$ cat src/rtl/pack_alloc_pkg.sv
// rtl/pack_alloc_pkg.sv - shared constants, types and ROB index helpers for pack_alloc
//
// Purpose : pack count and width, pointer and ROB index types, and helpers that
//           split a ROB index into its pack ID and slot fields.
// Ports   : none (package).
package pack_alloc_pkg;

   localparam int PACK_W = 4;
   localparam int PACKS  = 1 << PACK_W;

   // rob[PACK_W:1] = pack ID, rob[0] = slot within the pack
   typedef logic [PACK_W:0]   rob_idx_t;
   // Ring pointer; MSB is the wrap bit that tells full apart from empty
   typedef logic [PACK_W:0]   pack_ptr_t;
   typedef logic [PACK_W-1:0] pack_id_t;

   function automatic pack_id_t rob_pack(input rob_idx_t rob);
      return rob[PACK_W:1];
   endfunction

   function automatic logic rob_slot(input rob_idx_t rob);
      return rob[0];
   endfunction

endpackage

$ cat src/rtl/pack_status_tbl.sv
// rtl/pack_status_tbl.sv - per-pack slot valid/done table for pack_alloc
//
// Purpose : holds vld[PACKS][2] and done[PACKS][2]; applies alloc, writeback,
//           commit and flush updates and exposes the head entry.
// Ports   : clk, rst            clock, asynchronous active-high reset
//           flush               clear the whole table (overrides all updates)
//           alloc, alloc_id, alloc_slots   open an entry with its slot mask
//           wb0/wb1, wb0_rob/wb1_rob       mark a slot complete
//           cmt, head_id        retire the head entry; head read index
//           head_vld, head_done slot masks of the head entry
module pack_status_tbl
   import pack_alloc_pkg::*;
(
   input  logic     clk,
   input  logic     rst,
   input  logic     flush,
   input  logic     alloc,
   input  pack_id_t alloc_id,
   input  logic [1:0] alloc_slots,
   input  logic     wb0,
   input  rob_idx_t wb0_rob,
   input  logic     wb1,
   input  rob_idx_t wb1_rob,
   input  logic     cmt,
   input  pack_id_t head_id,
   output logic [1:0] head_vld,
   output logic [1:0] head_done
);

   logic [PACKS-1:0][1:0] vld;
   logic [PACKS-1:0][1:0] done;

   always_ff @(posedge clk or posedge rst) begin
      if (rst) begin
         vld  <= '0;
         done <= '0;
      end else if (flush) begin
         vld  <= '0;
         done <= '0;
      end else begin
         // Writebacks are gated by the registered vld, so a stale ROB index
         // aimed at an unallocated slot leaves no trace.
         if (wb0 && vld[rob_pack(wb0_rob)][rob_slot(wb0_rob)])
            done[rob_pack(wb0_rob)][rob_slot(wb0_rob)] <= 1'b1;
         if (wb1 && vld[rob_pack(wb1_rob)][rob_slot(wb1_rob)])
            done[rob_pack(wb1_rob)][rob_slot(wb1_rob)] <= 1'b1;
         // Commit clears after the writebacks so the retired entry ends empty.
         if (cmt) begin
            vld[head_id]  <= 2'b00;
            done[head_id] <= 2'b00;
         end
         // Alloc and commit never target the same entry: the ring would have
         // to be full, and alloc is blocked then.
         if (alloc) begin
            vld[alloc_id]  <= alloc_slots;
            done[alloc_id] <= 2'b00;
         end
      end
   end

   assign head_vld  = vld[head_id];
   assign head_done = done[head_id];

endmodule

$ cat src/rtl/pack_alloc.sv
// rtl/pack_alloc.sv - pack ID allocator and in-flight pack tracker
//
// Purpose : hands out 4-bit pack IDs to dispatch groups of up to two ALU
//           instructions, drives the instruction RAM write enables, tracks
//           slot completion and retires the oldest pack on commit.
// Ports   : cpu_clk_i, cpu_rst_i          clock, asynchronous active-high reset
//           dsp_valid_i, dsp_ins*_valid_i dispatch group offer and slot mask
//           dsp_ready_o, pack_id_o, ins*_we_o   allocation handshake, RAM writes
//           wb*_valid_i, wb*_rob_i        ALU completion strobes
//           head_pack_o, head_slots_o, head_ready_o   oldest pack status
//           cmt_i, flush_i                retire oldest / discard all
//           occupancy_o, full_o, empty_o  ring status
//           stall_cnt_o, alloc_cnt_o      only with PACK_ALLOC_STATS_EN
module pack_alloc
   import pack_alloc_pkg::*;
(
   input  logic            cpu_clk_i,
   input  logic            cpu_rst_i,
`ifdef PACK_ALLOC_STATS_EN
   output logic [31:0]     stall_cnt_o,
   output logic [31:0]     alloc_cnt_o,
`endif
   input  logic            dsp_valid_i,
   input  logic            dsp_ins0_valid_i,
   input  logic            dsp_ins1_valid_i,
   output logic            dsp_ready_o,
   output logic [PACK_W-1:0] pack_id_o,
   output logic            ins0_we_o,
   output logic            ins1_we_o,
   input  logic            wb0_valid_i,
   input  logic [PACK_W:0] wb0_rob_i,
   input  logic            wb1_valid_i,
   input  logic [PACK_W:0] wb1_rob_i,
   output logic [PACK_W-1:0] head_pack_o,
   output logic [1:0]      head_slots_o,
   output logic            head_ready_o,
   input  logic            cmt_i,
   input  logic            flush_i,
   output logic [PACK_W:0] occupancy_o,
   output logic            full_o,
   output logic            empty_o
);

   pack_ptr_t  head;
   pack_ptr_t  tail;
   logic       empty;
   logic       full;
   logic       alloc_fire;
   logic       cmt_fire;
   logic [1:0] head_vld;
   logic [1:0] head_done;

   assign empty = (head == tail);
   assign full  = (head[PACK_W-1:0] == tail[PACK_W-1:0]) && (head[PACK_W] != tail[PACK_W]);

   // Ready looks only at registered state: a commit in this cycle does not
   // open a slot until the next one.
   assign dsp_ready_o = !full && !flush_i;
   assign alloc_fire  = dsp_valid_i && dsp_ready_o && (dsp_ins0_valid_i || dsp_ins1_valid_i);
   assign ins0_we_o   = alloc_fire && dsp_ins0_valid_i;
   assign ins1_we_o   = alloc_fire && dsp_ins1_valid_i;

   assign head_ready_o = !empty && (&(~head_vld | head_done));
   assign cmt_fire     = cmt_i && head_ready_o && !flush_i;

   always_ff @(posedge cpu_clk_i or posedge cpu_rst_i) begin
      if (cpu_rst_i) begin
         head <= '0;
         tail <= '0;
      end else if (flush_i) begin
         head <= '0;
         tail <= '0;
      end else begin
         if (alloc_fire) tail <= tail + pack_ptr_t'(1);
         if (cmt_fire)   head <= head + pack_ptr_t'(1);
      end
   end

   pack_status_tbl u_tbl (
      .clk         (cpu_clk_i),
      .rst         (cpu_rst_i),
      .flush       (flush_i),
      .alloc       (alloc_fire),
      .alloc_id    (tail[PACK_W-1:0]),
      .alloc_slots ({dsp_ins1_valid_i, dsp_ins0_valid_i}),
      .wb0         (wb0_valid_i),
      .wb0_rob     (wb0_rob_i),
      .wb1         (wb1_valid_i),
      .wb1_rob     (wb1_rob_i),
      .cmt         (cmt_fire),
      .head_id     (head[PACK_W-1:0]),
      .head_vld    (head_vld),
      .head_done   (head_done)
   );

   assign pack_id_o    = tail[PACK_W-1:0];
   assign head_pack_o  = head[PACK_W-1:0];
   assign head_slots_o = head_vld;
   assign occupancy_o  = tail - head;
   assign full_o       = full;
   assign empty_o      = empty;

`ifdef PACK_ALLOC_STATS_EN
   // Saturating event counters; flush leaves them alone.
   always_ff @(posedge cpu_clk_i or posedge cpu_rst_i) begin
      if (cpu_rst_i) begin
         stall_cnt_o <= '0;
         alloc_cnt_o <= '0;
      end else begin
         if (dsp_valid_i && !dsp_ready_o && (stall_cnt_o != '1))
            stall_cnt_o <= stall_cnt_o + 32'd1;
         if (alloc_fire && (alloc_cnt_o != '1))
            alloc_cnt_o <= alloc_cnt_o + 32'd1;
      end
   end
`endif

endmodule

$ cat config.mk
export PLATFORM = sky130hd
export DESIGN_NAME = pack_alloc
export DESIGN_NICKNAME = d
export VERILOG_FILES = /design/src/rtl/pack_alloc_pkg.sv /design/src/rtl/pack_status_tbl.sv /design/src/rtl/pack_alloc.sv
export SDC_FILE = /design/constraint.sdc
export NUM_CORES = 1
export LEC_CHECK = 0
export ABC_CLOCK_PERIOD_IN_PS = 2900
export CORE_AREA = 2 2 108 110
export DETAILED_ROUTE_END_ITERATION = 12
export DIE_AREA = 0 0 110 112
export PLACE_DENSITY = 0.74
export SETUP_SLACK_MARGIN = 0.4
export SYNTH_ARGS = -nofsm -noshare
export SYNTH_HDL_FRONTEND = slang
export SYNTH_SLANG_ARGS = --single-unit
$ cat constraint.sdc
create_clock -name cpu_clk_i -period 2.9 [get_ports cpu_clk_i]
set_input_delay 0.29 -clock cpu_clk_i [delete_from_list [all_inputs] [get_ports cpu_clk_i]]
set_output_delay 0.29 -clock cpu_clk_i [all_outputs]
set_load 0.01 [all_outputs]
==> Word level (Yosys, flattened, before mapping) <==
Index checks and enable logic that the tools add are counted.
{ "word_totals": {"ff_bits": 74, "inputBits": 19, "output_inout_bits": 21, "wordCells": 126} }
{ "op_classes": {"add_sub_neg": 3, "n_lt_le_gt_ge": 12, "eq_ne": 3, "muxes": 41, "bitwise": 9, "n_reduce_logical": 24} }
{ "ops": {"columns": ["op", "count"], "rows": [
  ["32-bit 2-to-1 mux", 12],
  ["32-bit bitwise AND", 3],
  ["32-bit NOT", 2],
  ["32-bit OR", 2],
  ["2-bit binary-select mux with 4-bit select", 4],
  ["32-bit bitwise mux", 1],
  ["2-bit demux with 4-bit select", 4],
  ["4-bit by 5-bit < comparator with 1-bit output, second input constant", 4],
  ["5-bit 2-to-1 mux", 4],
  ["1-bit logical AND", 17],
  ["4-bit by 1-bit greater-or-equal comparator with 1-bit output, second input constant", 4],
  ["2-bit 2-to-1 mux", 8],
  ["5-bit by 1-bit adder with 5-bit output, second input constant", 2],
  ["1-bit 2-to-1 mux", 6],
  ["5-bit equality test", 1],
  ["5-bit subtractor", 1],
  ["4-bit equality test", 1],
  ["1-bit by 2-bit < comparator with 1-bit output, second input constant", 2],
  ["2-bit nonzero test", 2],
  ["1-bit logical NOT", 3],
  ["1-bit demux with 1-bit select", 2],
  ["1-bit greater-or-equal comparator, second input constant", 2],
  ["2-bit NOT", 1],
  ["2-bit OR", 1],
  ["3 further kinds", 3]
]} }

==> Logic depth before layout (Yosys ltp) <==
Gate-level depths: netlist of run 1.
{ "depth": {"depth_word": 18, "mapped_depth": 11, "depth_no_buf": 8} }

==> Hierarchy <==
From an unflattened synthesis of run 1, not the netlist that was laid out.
{ "hier_totals": {"cells_unflattened": 533, "area_unflattened_um2": 5128.7} }
{ "by_module_without_submodules": {"columns": ["mod", "instances", "cells_each", "area_each_um2", "seq_area_each_um2"], "rows": [
  ["pack_status_tbl", 1, 441, 4324.1, 1601.5],
  ["pack_alloc", 1, 92, 804.5, 250.2]
]} }

==> Worst setup path after synthesis of run 1 <==
Ideal clock, no wire load.
{ "synth_timing": {"kind": "flip-flop to flip-flop", "start": "register head[1]", "end": "register u_tbl.vld[6] in the netlist's numbering", "setup_ns": 0.110, "arrival_time_ns": 2.576, "required_ns": 2.790, "path_slack_ns": 0.214, "path_stages_with_launch": 12, "n_path_buf": 3, "synth_period_minus_slack_ns": 2.686, "path_cell_list": "dfrtp_1 > buf_2 > buf_2 > inv_1 > ha_1 > and4_1 > a211oi_1 > clkbuf_1 > nand2_1 > nor3_1 > nand2_1 > o41ai_1"} }
{ "synth_between": {"elab_chain_len": 13, "word_cells_on_any_way": 30, "cone_classes": "order compare (2); eq/ne (2); mux (11); bitwise (4); reduce/logical (11)"} }
{ "synth_lines": {"columns": ["element", "line_no", "source"], "rows": [
  ["start: declaration", "pack_alloc.sv:44", "pack_ptr_t head;"],
  ["start signal: assignment", "pack_alloc.sv:75", "if (cmt_fire) head <= head + pack_ptr_t'(1);"],
  ["2-bit binary-select mux with 4-bit select", "pack_status_tbl.sv:61", "assign head_vld = vld[head_id];"],
  ["2-bit 2-to-1 mux (not written as such)", "pack_status_tbl.sv:61", null],
  ["2-bit NOT", "pack_alloc.sv:63", "assign head_ready_o = !empty && (&(~head_vld | head_done));"],
  ["2-bit OR", "pack_alloc.sv:63", null],
  ["2-bit AND reduction", "pack_alloc.sv:63", null],
  ["1-bit logical AND", "pack_alloc.sv:63", null],
  ["1-bit logical AND (2 in series)", "pack_alloc.sv:64", "assign cmt_fire = cmt_i && head_ready_o && !flush_i;"],
  ["32-bit 2-to-1 mux", "pack_status_tbl.sv:48", "if (cmt) begin"],
  ["32-bit 2-to-1 mux", "pack_status_tbl.sv:37", "end else if (flush) begin"],
  ["32-bit bitwise mux", "pack_status_tbl.sv:55", "vld[alloc_id] <= alloc_slots;"],
  ["32-bit 2-to-1 mux *", "pack_status_tbl.sv:54", "if (alloc) begin"],
  ["32-bit 2-to-1 mux *", "pack_status_tbl.sv:37", null],
  ["end signal: indexed assignment", "pack_status_tbl.sv:55", null],
  ["end: declaration", "pack_status_tbl.sv:30", "logic [PACKS-1:0][1:0] vld;"]
]} }
Every way passes the cells marked *; elsewhere a longest branch is shown, timed or not. The select of a mux whose other input is x is not followed.
A chain may end at the register's enable or synchronous reset.

==> Worst setup path in the final report of run 1 <==
{ "layout_timing": {"start": "register head[0]", "end": "register u_tbl.vld[15] in the netlist's numbering"} }
Same word-level chain as after synthesis.

==> results of run 1 <==
[flip-flops by register name, summed over array words and instances, names as in the netlist]
register / flops
u_tbl.done: 32
u_tbl.vld: 32
head: 5
tail: 5
[routing by layer]
layer	vias up	GRT usage	routed length, microns
met4	0	0.141	973
met3	93	0.0697	2070
li1	2293	-	-
met1	2628	0.417	6920
met2	407	0.484	9090
met5	-	0	0
[logic make-up after synthesis]
family	share of synthesized area
adders and majority gates	0.0312
xor gates and xnor gates	0.0145
buffers and inverters	0.0870
muxes	0.134
DFF	0.340
AOI/OAI and AO/OA	0.157
and+or+nand+nor	0.237
[cell usage after synthesis (2+ instances only)]
master,count,area (sq um)
buf_6,2,22.5
nor4_1,28,175
o31ai_1,2,15.0
mux2i_1,2,20.0
xor2_1,3,26.3
buf_2,13,65.1
nand2_1,60,225
mux4_2,29,653
o41ai_1,32,280
or4_1,5,37.5
xnor2_1,6,52.6
dfrtp_1,74,1850
and3b_1,2,17.5
o21a_1,5,37.5
buf_1,18,67.6
nand2b_1,6,37.5
a22oi_1,4,30.0
nor2b_1,7,43.8
clkbuf_1,22,82.6
and3_1,20,125
nand4_1,3,18.8
o31a_1,13,114
o21ai_0,8,40.0
a211oi_1,7,52.6
nor3_1,8,40.0
and4b_1,2,20.0
or3_1,7,43.8
a21o_1,3,22.5
ha_1,12,150
nor4b_1,7,61.3
or2_2,2,12.5
nand3_1,8,40.0
nor2_1,31,116
nor4_2,15,188
o211a_1,2,20.0
mux2_1,5,56.3
nand3b_1,4,30.0
inv_1,44,165
a21oi_1,39,195
buf_4,9,67.6
[repair_timing]
action | in CTS | in global routing
pin swaps | 30 | 28
gates resized for setup | 101 | 62
hold buffers | 0 | 0
buffers inserted | 32 | 12
setup endpoints to repair | 83 | 80
cloned | 1 | 0
[power by group]
group	total, uW	switching, uW	leakage [uW]	internal [uW]
Clock	1240	484	0.000156	761
Combinational	673	367	0.00179	306
Sequential	1050	12.1	0.00102	1040
[stage by stage]
step / TNS, ns / power [uW] / hold slack [ns] / worst slack (ns)
6_report: 0 / 2970 / 0.419 / 0.196
3_5_place_dp: -0.0611 / 1530 / 0.555 / -0.0422
3_3_place_gp: 0 / 1520 / 0.550 / 0.0296
4_1_cts: 0 / 2900 / 0.443 / 0.188
2_1_floorplan: 0 / 1350 / 0.524 / 0.433
5_1_grt: 0 / 3060 / 0.491 / 0.115
[cell type report]
| class | instances | area [sq um] |
|---|---|---|
| multi-input cells | 399 | 3760 |
| fillers | 772 | 3730 |
| flip-flops and latches | 74 | 1860 |
| repair buffers | 118 | 1150 |
| clock buffers | 9 | 225 |
| well taps | 143 | 179 |
| inverters | 45 | 169 |
| clock inverters | 7 | 103 |
[worst max-delay path by stage]
stage                        from            end  slack [ns]  cells past startpoint
after detailed placement  head[0]        head[4]       -0.04                      7
final                     head[0]  u_tbl.vld[15]        0.20                     10
after floorplan           head[1]   u_tbl.vld[6]        0.43                     11
after global placement    head[0]        head[4]        0.03                      7
after CTS                 head[0]   head_ready_o        0.19                      7
after global routing      head[0]  u_tbl.vld[15]        0.12                     10
==> run_results.csv, run 1 <==
group,metric,value,unit
detailed_routing,wl_per_cell,24.0,microns
timing,max_freq,370,MHz
clock_tree,cts_tree,"done",
detailed_routing,vias,5421,
layout,final_common_cell,"dfrtp_1",
floorplan,die_area,0.0123,sq mm
critical_path,arrival,2.95,ns
timing,period_needed,2.70,ns
floorplan,fp.dieW,110,microns
logic_synthesis,synthCells,582,
critical_path,path_max_fanout,8,
detailed_routing,drc,0,
global_route,antenna_found_initial,0,
timing,setup_viol,0,
critical_path,r2r_setup_slack,0.20,ns
critical_path,crit_top_cell,"buf_4",
logic_synthesis,syn_nets,614,
critical_path,worst_setup_path_start_kind,"flop",
placement,port-buffer-count,39,
floorplan,io_pins,40,
power_and_ir_drop,ir_worst_vdd,0.307,mV
logic_synthesis,ys_warn_count,0,
run_status,outcome,"completed",
detailed_routing,totalWireLength,19100,microns
layout,most-common-layout-cells,"dfrtp_1, nand2_1, buf_4",
flow_run,maxCapViolCount,0,
timing,drv_slew,0,
logic_synthesis,synth_edf_count,0,
clock_tree,cts_buffer_depth,2,
floorplan,initial_core_util,0.488,
detailed_routing,drtPass1Iterations,5,
clock_tree,cts_made_buffers,9,
critical_path,reg2reg_depth,10,
layout,fin_area,0.00744,sq mm
floorplan,core,0.0112,sq mm
timing,rsz0062_at_grt,"true",
logic_synthesis,avgSynthCellArea,9.36,sq um
critical_path,crit_required,3.14,ns
logic_synthesis,synth_ff_type,"dfrtp_1",
placement,place_area,0.00602,sq mm
floorplan,rows,39,
clock_tree,cts_sinks,74,
power_and_ir_drop,powerDensity,399,mW/mm^2
global_route,gr-total-overflow,0,
floorplan,die_h,112,microns
layout,area_growth,36.6,%
clock_tree,clkLatencyLatePin,0.35,ns
global_route,grt_pass1_vias,5280,
timing,timing_hold_violations_final,0,
clock_tree,cts_max_level,3,
global_route,grt_pass1_wl,28800,microns
critical_path,r2r-end,"u_tbl.vld[15]",
placement,gp_congestion,1.01,
placement,hpwl,12300,microns
critical_path,r2r_start,"head[0]",
timing,fin_worst_skew,0.00749,ns
global_route,track_usage,0.313,
critical_path,critical-path-max-stage-delay,0.51,ns
timing,worst_pin_slew,0.826,ns
logic_synthesis,syn_area,0.00545,sq mm
min_path,hp-class,"input port to async pin",
clock_tree,cts.clk_slew.worst_paths,0.06,ns
logic_synthesis,ys_types,53,
detailed_routing,antenna_left,0,
detailed_routing,initialDrtViolationCount,532,
layout,final_cell_count_no_fill,795,
critical_path,worstPathCellList,"buf_6 > buf_4 > mux4_2 > a22oi_2 > nand3_2 > nor2_4 > buf_8 > nor4_4 > buf_4 > o41ai_2",
logic_synthesis,synthArstFlopShare,1.00,
global_route,grt_max_degree,46,
layout,fin_util,0.666,
logic_synthesis,seq_area_frac_synth,0.340,
critical_path,cp-end-kind,"flop",
critical_path,critical_path.top_delay_family,"buffers and inverters",
layout,antennaDiodeCount,0,
placement,dpl.cell_count,734,
critical_path,crit_path_top_delay_cell,"mux4_2",
layout,layout-drive-gt1-share,0.350,
logic_synthesis,synth_seq_cells,74,
critical_path,crit_buf_inv,4,
timing,slew_headroom,0.449,
layout,layout.nets,679,
critical_path,crit_type,"flop to flop",
detailed_routing,viasPerCell,6.82,
timing,period_share,0.932,
clock_tree,root_buffer,"clkbuf_16",
power_and_ir_drop,leakagePower,0.00297,uW
(Power assumes the default switching activity.)
==> run 2: changes to the inputs <==
- ABC_CLOCK_PERIOD_IN_PS: 2900 -> 3400
- PLACE_DENSITY: 0.74 -> 0.71
- clock period: 2.9 -> 3.4 ns (I/O delays scaled with it)
==> run 2 against run 1 <==
Flip-flop and latch count stayed put. Utilization down 11 points. Critical endpoint is now u_tbl.done[24]. Design area fell by 16%. Largest power group is now sequential cells.
==> run_results.csv, run 2 (synthesized netlist as in run 1, its figures left out) <==
group,metric,value,unit
layout,antennaDiodeCount,0,
floorplan,die_area,0.0123,sq mm
clock_tree,cts.clk_slew.worst_paths,0.06,ns
clock_tree,cts_tree,"done",
clock_tree,cts_buffer_depth,2,
critical_path,crit_top_cell,"buf_4",
floorplan,io_pins,40,
layout,layout.nets,634,
clock_tree,clkLatencyLatePin,0.34,ns
critical_path,worst_setup_path_start_kind,"flop",
layout,fin_area,0.00624,sq mm
critical_path,critical-path-max-stage-delay,0.78,ns
timing,timing_hold_violations_final,0,
detailed_routing,drc,0,
global_route,antenna_found_initial,0,
min_path,hp-class,"input port to async pin",
detailed_routing,drtPass1Iterations,6,
placement,place_area,0.00596,sq mm
detailed_routing,totalWireLength,17700,microns
timing,hold_slack,0.196,ns
flow_run,maxCapViolCount,0,
global_route,gr-total-overflow,0,
timing,worst_pin_slew,0.902,ns
critical_path,crit_type,"flop to flop",
global_route,grt_max_degree,70,
timing,slew_headroom,0.390,
power_and_ir_drop,ir_worst_vdd,0.229,mV
detailed_routing,initialDrtViolationCount,579,
floorplan,initial_core_util,0.488,
critical_path,path_max_fanout,15,
floorplan,die_h,112,microns
timing,fin_worst_skew,0.00713,ns
timing,setup_viol,0,
timing,max_freq,340,MHz
layout,largest_registers,"u_tbl.done: 32 flops, u_tbl.vld: 32 flops",
run_status,outcome,"completed",
layout,most-common-layout-cells,"dfrtp_1, nand2_1, inv_1",
timing,period_share,0.864,
global_route,track_usage,0.299,
timing,period_needed,2.94,ns
critical_path,crit_path_top_delay_cell,"nor4_2",
critical_path,arrival,3.12,ns
layout,final_common_cell,"dfrtp_1",
placement,gp_congestion,0.951,
power_and_ir_drop,leakagePower,0.00246,uW
layout,area_growth,14.4,%
critical_path,crit_required,3.58,ns
floorplan,fp.dieW,110,microns
layout,layout-drive-gt1-share,0.172,
clock_tree,cts_sinks,74,
global_route,grt_pass1_wl,27500,microns
power_and_ir_drop,powerDensity,343,mW/mm^2
placement,port-buffer-count,39,
timing,rsz0062_at_grt,"false",
layout,register_area,0.00185,sq mm
clock_tree,cts_made_buffers,9,
detailed_routing,wl_per_cell,23.7,microns
critical_path,cp-end-kind,"flop",
placement,hpwl,12600,microns
clock_tree,cts_max_level,3,
detailed_routing,vias,5005,
clock_tree,root_buffer,"clkbuf_16",
global_route,grt_pass1_vias,4921,
floorplan,rows,39,
detailed_routing,viasPerCell,6.68,
timing,fin_ws,0.461,ns
timing,drv_slew,0,
detailed_routing,antenna_left,0,
critical_path,worstPathCellList,"buf_4 > mux4_2 > a22oi_2 > o211a_1 > nor2_2 > buf_4 > nor4_2 > nor4_1",
floorplan,core,0.0112,sq mm
layout,multiInputGateArea,0.00313,sq mm
power_and_ir_drop,power.total,2140,uW
timing,setup_tns,0,ns
layout,fill_cells,974,
placement,preCtsSetupSlack,0.351,ns
run 2: cell count changes in the layout (fill, tap and decap cells not counted), sizes merged:
cell and change:
buf -47, inv -1, clkinvlp -1, clkbuf -2, dlymetal6s2s +1, bufinv -2, dlygate4sd2 -5, clkdlybuf4s50 +10
clkinv +1
run 2: worst max-delay path, delay by kind of cell (launching register included):
family | cells | cell delay [ns]
and+or+nand+nor | 3 | 0.97
muxes | 1 | 0.52
DFF | 1 | 0.44
AOI/OAI and AO/OA | 2 | 0.44
buffers and inverters | 2 | 0.41
run 2: per-layer routing:
layer,vias to the layer above,part of all wire,global-route usage
li1,2200,-,-
met1,2383,0.39,0.409
met2,355,0.44,0.425
met3,67,0.12,0.101
met4,0,0.045,0.143
met5,-,0,0
run 2: power breakdown:
group          internal (uW)  switching, uW
combinational            150            234
sequential               889           10.4
clock                    485            368
total                   1520            612
run 2: repair_timing:
action	CTS	global route
resized for setup	6	1
hold buffers	0	0
buffers inserted	0	1
setup endpoints to repair	6	3
run 2: metrics by stage:
step                instances   util
floorplan                 582      -
global placement          733  0.533
detailed placement        733  0.533
CTS                       748  0.557
global route              749  0.558
finish                    749  0.558
run 2: cell type report:
class / instances / area share
clock inverters: 4 / 0.00321
multi-input cells: 399 / 0.502
inverters: 45 / 0.0271
flip-flops and latches: 74 / 0.297
well taps: 143 / 0.0287
clock buffers: 11 / 0.0373
repair buffers: 73 / 0.104
run 2: path summary, 6_finish.rpt:
kind	slack, ns	startpoint	endpoint	cells past startpoint
max in group asynchronous	2.03	cpu_rst_i	head[1]	3
hold reg to reg	0.56	u_tbl.vld[31]	u_tbl.vld[31]	2
setup reg to reg	0.46	head[0]	u_tbl.done[24]	8
setup / recovery	0.46	head[0]	u_tbl.done[24]	8
min in group cpu_clk_i	0.56	u_tbl.vld[31]	u_tbl.vld[31]	2
hold / removal	0.20	cpu_rst_i	tail[1]	2
==> run 3: changes to the inputs <==
- SETUP_SLACK_MARGIN: 0.4 -> 0.15
==> run 3 against run 2 <==
Critical path depth decreased by 1. Via count is 0.22% lower. Design area is 0.34% lower. Hold slack lost 0.0034 ns. Count of clock-buffer cells in the layout unchanged. Utilization shrank 0.19 points. Highest routed layer unchanged. Largest power group unchanged. First-iteration DRC count fell by 1.9%. Flip-flop and latch count unchanged. Final cell count is 0.13% lower. Sequential power is essentially flat.
==> run_results.csv, run 3 (synthesized netlist as in run 1, its figures left out) <==
group,metric,value,unit
run_status,outcome,"completed",
clock_tree,cts_tree,"done",
clock_tree,cts.clk_slew.worst_paths,0.06,ns
detailed_routing,antenna_left,0,
layout,fin_util,0.556,
placement,place_area,0.00596,sq mm
clock_tree,cts_buffer_depth,2,
timing,rsz0062_at_grt,"false",
critical_path,worstPathCellList,"buf_4 > mux4_2 > a22oi_1 > o211a_1 > nor2_2 > nor2_1 > clkdlybuf4s50_1",
clock_tree,cts_made_buffers,9,
floorplan,core,0.0112,sq mm
floorplan,die_area,0.0123,sq mm
global_route,antenna_found_initial,0,
timing,period_needed,3.16,ns
timing,setup_viol,0,
clock_tree,clkLatencyLatePin,0.34,ns
layout,fin_area,0.00621,sq mm
power_and_ir_drop,powerDensity,343,mW/mm^2
timing,period_share,0.930,
detailed_routing,viasPerCell,6.68,
timing,timing_hold_violations_final,0,
floorplan,fp.dieW,110,microns
global_route,grt_pass1_wl,27400,microns
critical_path,crit_type,"flop to output port",
global_route,gr-total-overflow,0,
critical_path,r2r_setup_slack,0.42,ns
critical_path,worst_setup_path_start_kind,"flop",
detailed_routing,drc,0,
timing,drv_slew,0,
global_route,grt_pass1_vias,4916,
detailed_routing,wl_per_cell,23.5,microns
global_route,track_usage,0.298,
timing,slew_headroom,0.405,
global_route,grt_max_degree,70,
critical_path,cp-end-kind,"output port",
layout,final_common_cell,"dfrtp_1",
floorplan,rows,39,
layout,most-common-layout-cells,"dfrtp_1, nand2_1, inv_1",
critical_path,crit_buf_inv,2,
clock_tree,hold_buffers,0,
layout,layout.nets,633,
clock_tree,root_buffer,"clkbuf_16",
placement,gp_congestion,0.951,
floorplan,die_h,112,microns
critical_path,critical_path.top_delay_family,"buffers and inverters",
timing,worst_pin_slew,0.893,ns
critical_path,path_max_fanout,5,
power_and_ir_drop,power.total,2130,uW
timing,fin_worst_skew,0.00808,ns
layout,layout-drive-gt1-share,0.169,
clock_tree,cts_sinks,74,
floorplan,initial_core_util,0.488,
flow_run,maxCapViolCount,0,
timing,setup_tns,0,ns
detailed_routing,drtPass1Iterations,5,
floorplan,io_pins,40,
critical_path,arrival,2.82,ns
min_path,hp-class,"input port to async pin",
critical_path,crit_required,3.06,ns
detailed_routing,initialDrtViolationCount,568,
timing,max_freq,316,MHz
power_and_ir_drop,ir_worst_vdd,0.230,mV
detailed_routing,vias,4994,
clock_tree,cts_setup_buffers,0,
placement,port-buffer-count,39,
power_and_ir_drop,leakagePower,0.00243,uW
clock_tree,cts_max_level,3,
critical_path,crit_path_top_delay_cell,"clkdlybuf4s50_1",
detailed_routing,totalWireLength,17600,microns
critical_path,critical-path-max-stage-delay,0.58,ns
layout,antennaDiodeCount,0,
placement,hpwl,12600,microns
layout,area_growth,14.1,%
layout,largest_registers,"u_tbl.done: 32 flops, u_tbl.vld: 32 flops",
==> run 3: cell count changes in the layout (fill, tap and decap cells not counted), sizes merged <==
cell	before	now
clkdlybuf4s50	36	38
buf	35	34
dlygate4sd2	1	0
dlymetal6s2s	1	0
==> run 3: power by group <==
part           total, uW  switching [uW]  internal (uW)
logic                383             233            150
registers            900            10.6            890
clock network        850             365            485
==> run 3: area by class of cell <==
cell class,count,area (sq um)
fillers,973,4960
multi-input cells,399,3130
flip-flops and latches,74,1850
repair buffers,72,633
clock buffers,11,233
well taps,143,179
inverters,45,169
clock inverters,4,20.0
==> run 3: worst paths after layout <==
check,start,endpoint,cells past startpoint
worst max-delay path,head[0],head_ready_o,7
worst min-delay path,cpu_rst_i,u_tbl.vld[11],2
worst max register to register,head[0],u_tbl.done[24],8
worst min register to register,u_tbl.vld[31],u_tbl.vld[31],2
max in group asynchronous,cpu_rst_i,head[1],3
min in group cpu_clk_i,u_tbl.vld[31],u_tbl.vld[31],2
==> run 3: per-stage QoR <==
stage / cells / worst slack [ns] / hold slack [ns]
6_report: 748 / 0.239 / 0.192
5_1_grt: 748 / 0.158 / 0.206
4_1_cts: 748 / 0.176 / 0.192
3_5_place_dp: 733 / 0.351 / 0.547
3_3_place_gp: 733 / 0.311 / 0.539
2_1_floorplan: 582 / 0.714 / 0.526
==> run 3: metal layers <==
layer  vias to the layer above  wire length, microns  share of wire  track usage
li1                       2190                     -              -            -
met1                      2400                  6990           0.40        0.407
met2                       323                  7610           0.43        0.421
met3                        81                  2070           0.12        0.105
met4                         0                   944          0.054        0.143
met5                         -                     0              0            0
==> run 3: what timing repair did <==
item                                    4_1_cts  5_1_grt
endpoints found under the setup margin        0        3
hold endpoints to repair                      0        0
resized for setup                             0        2
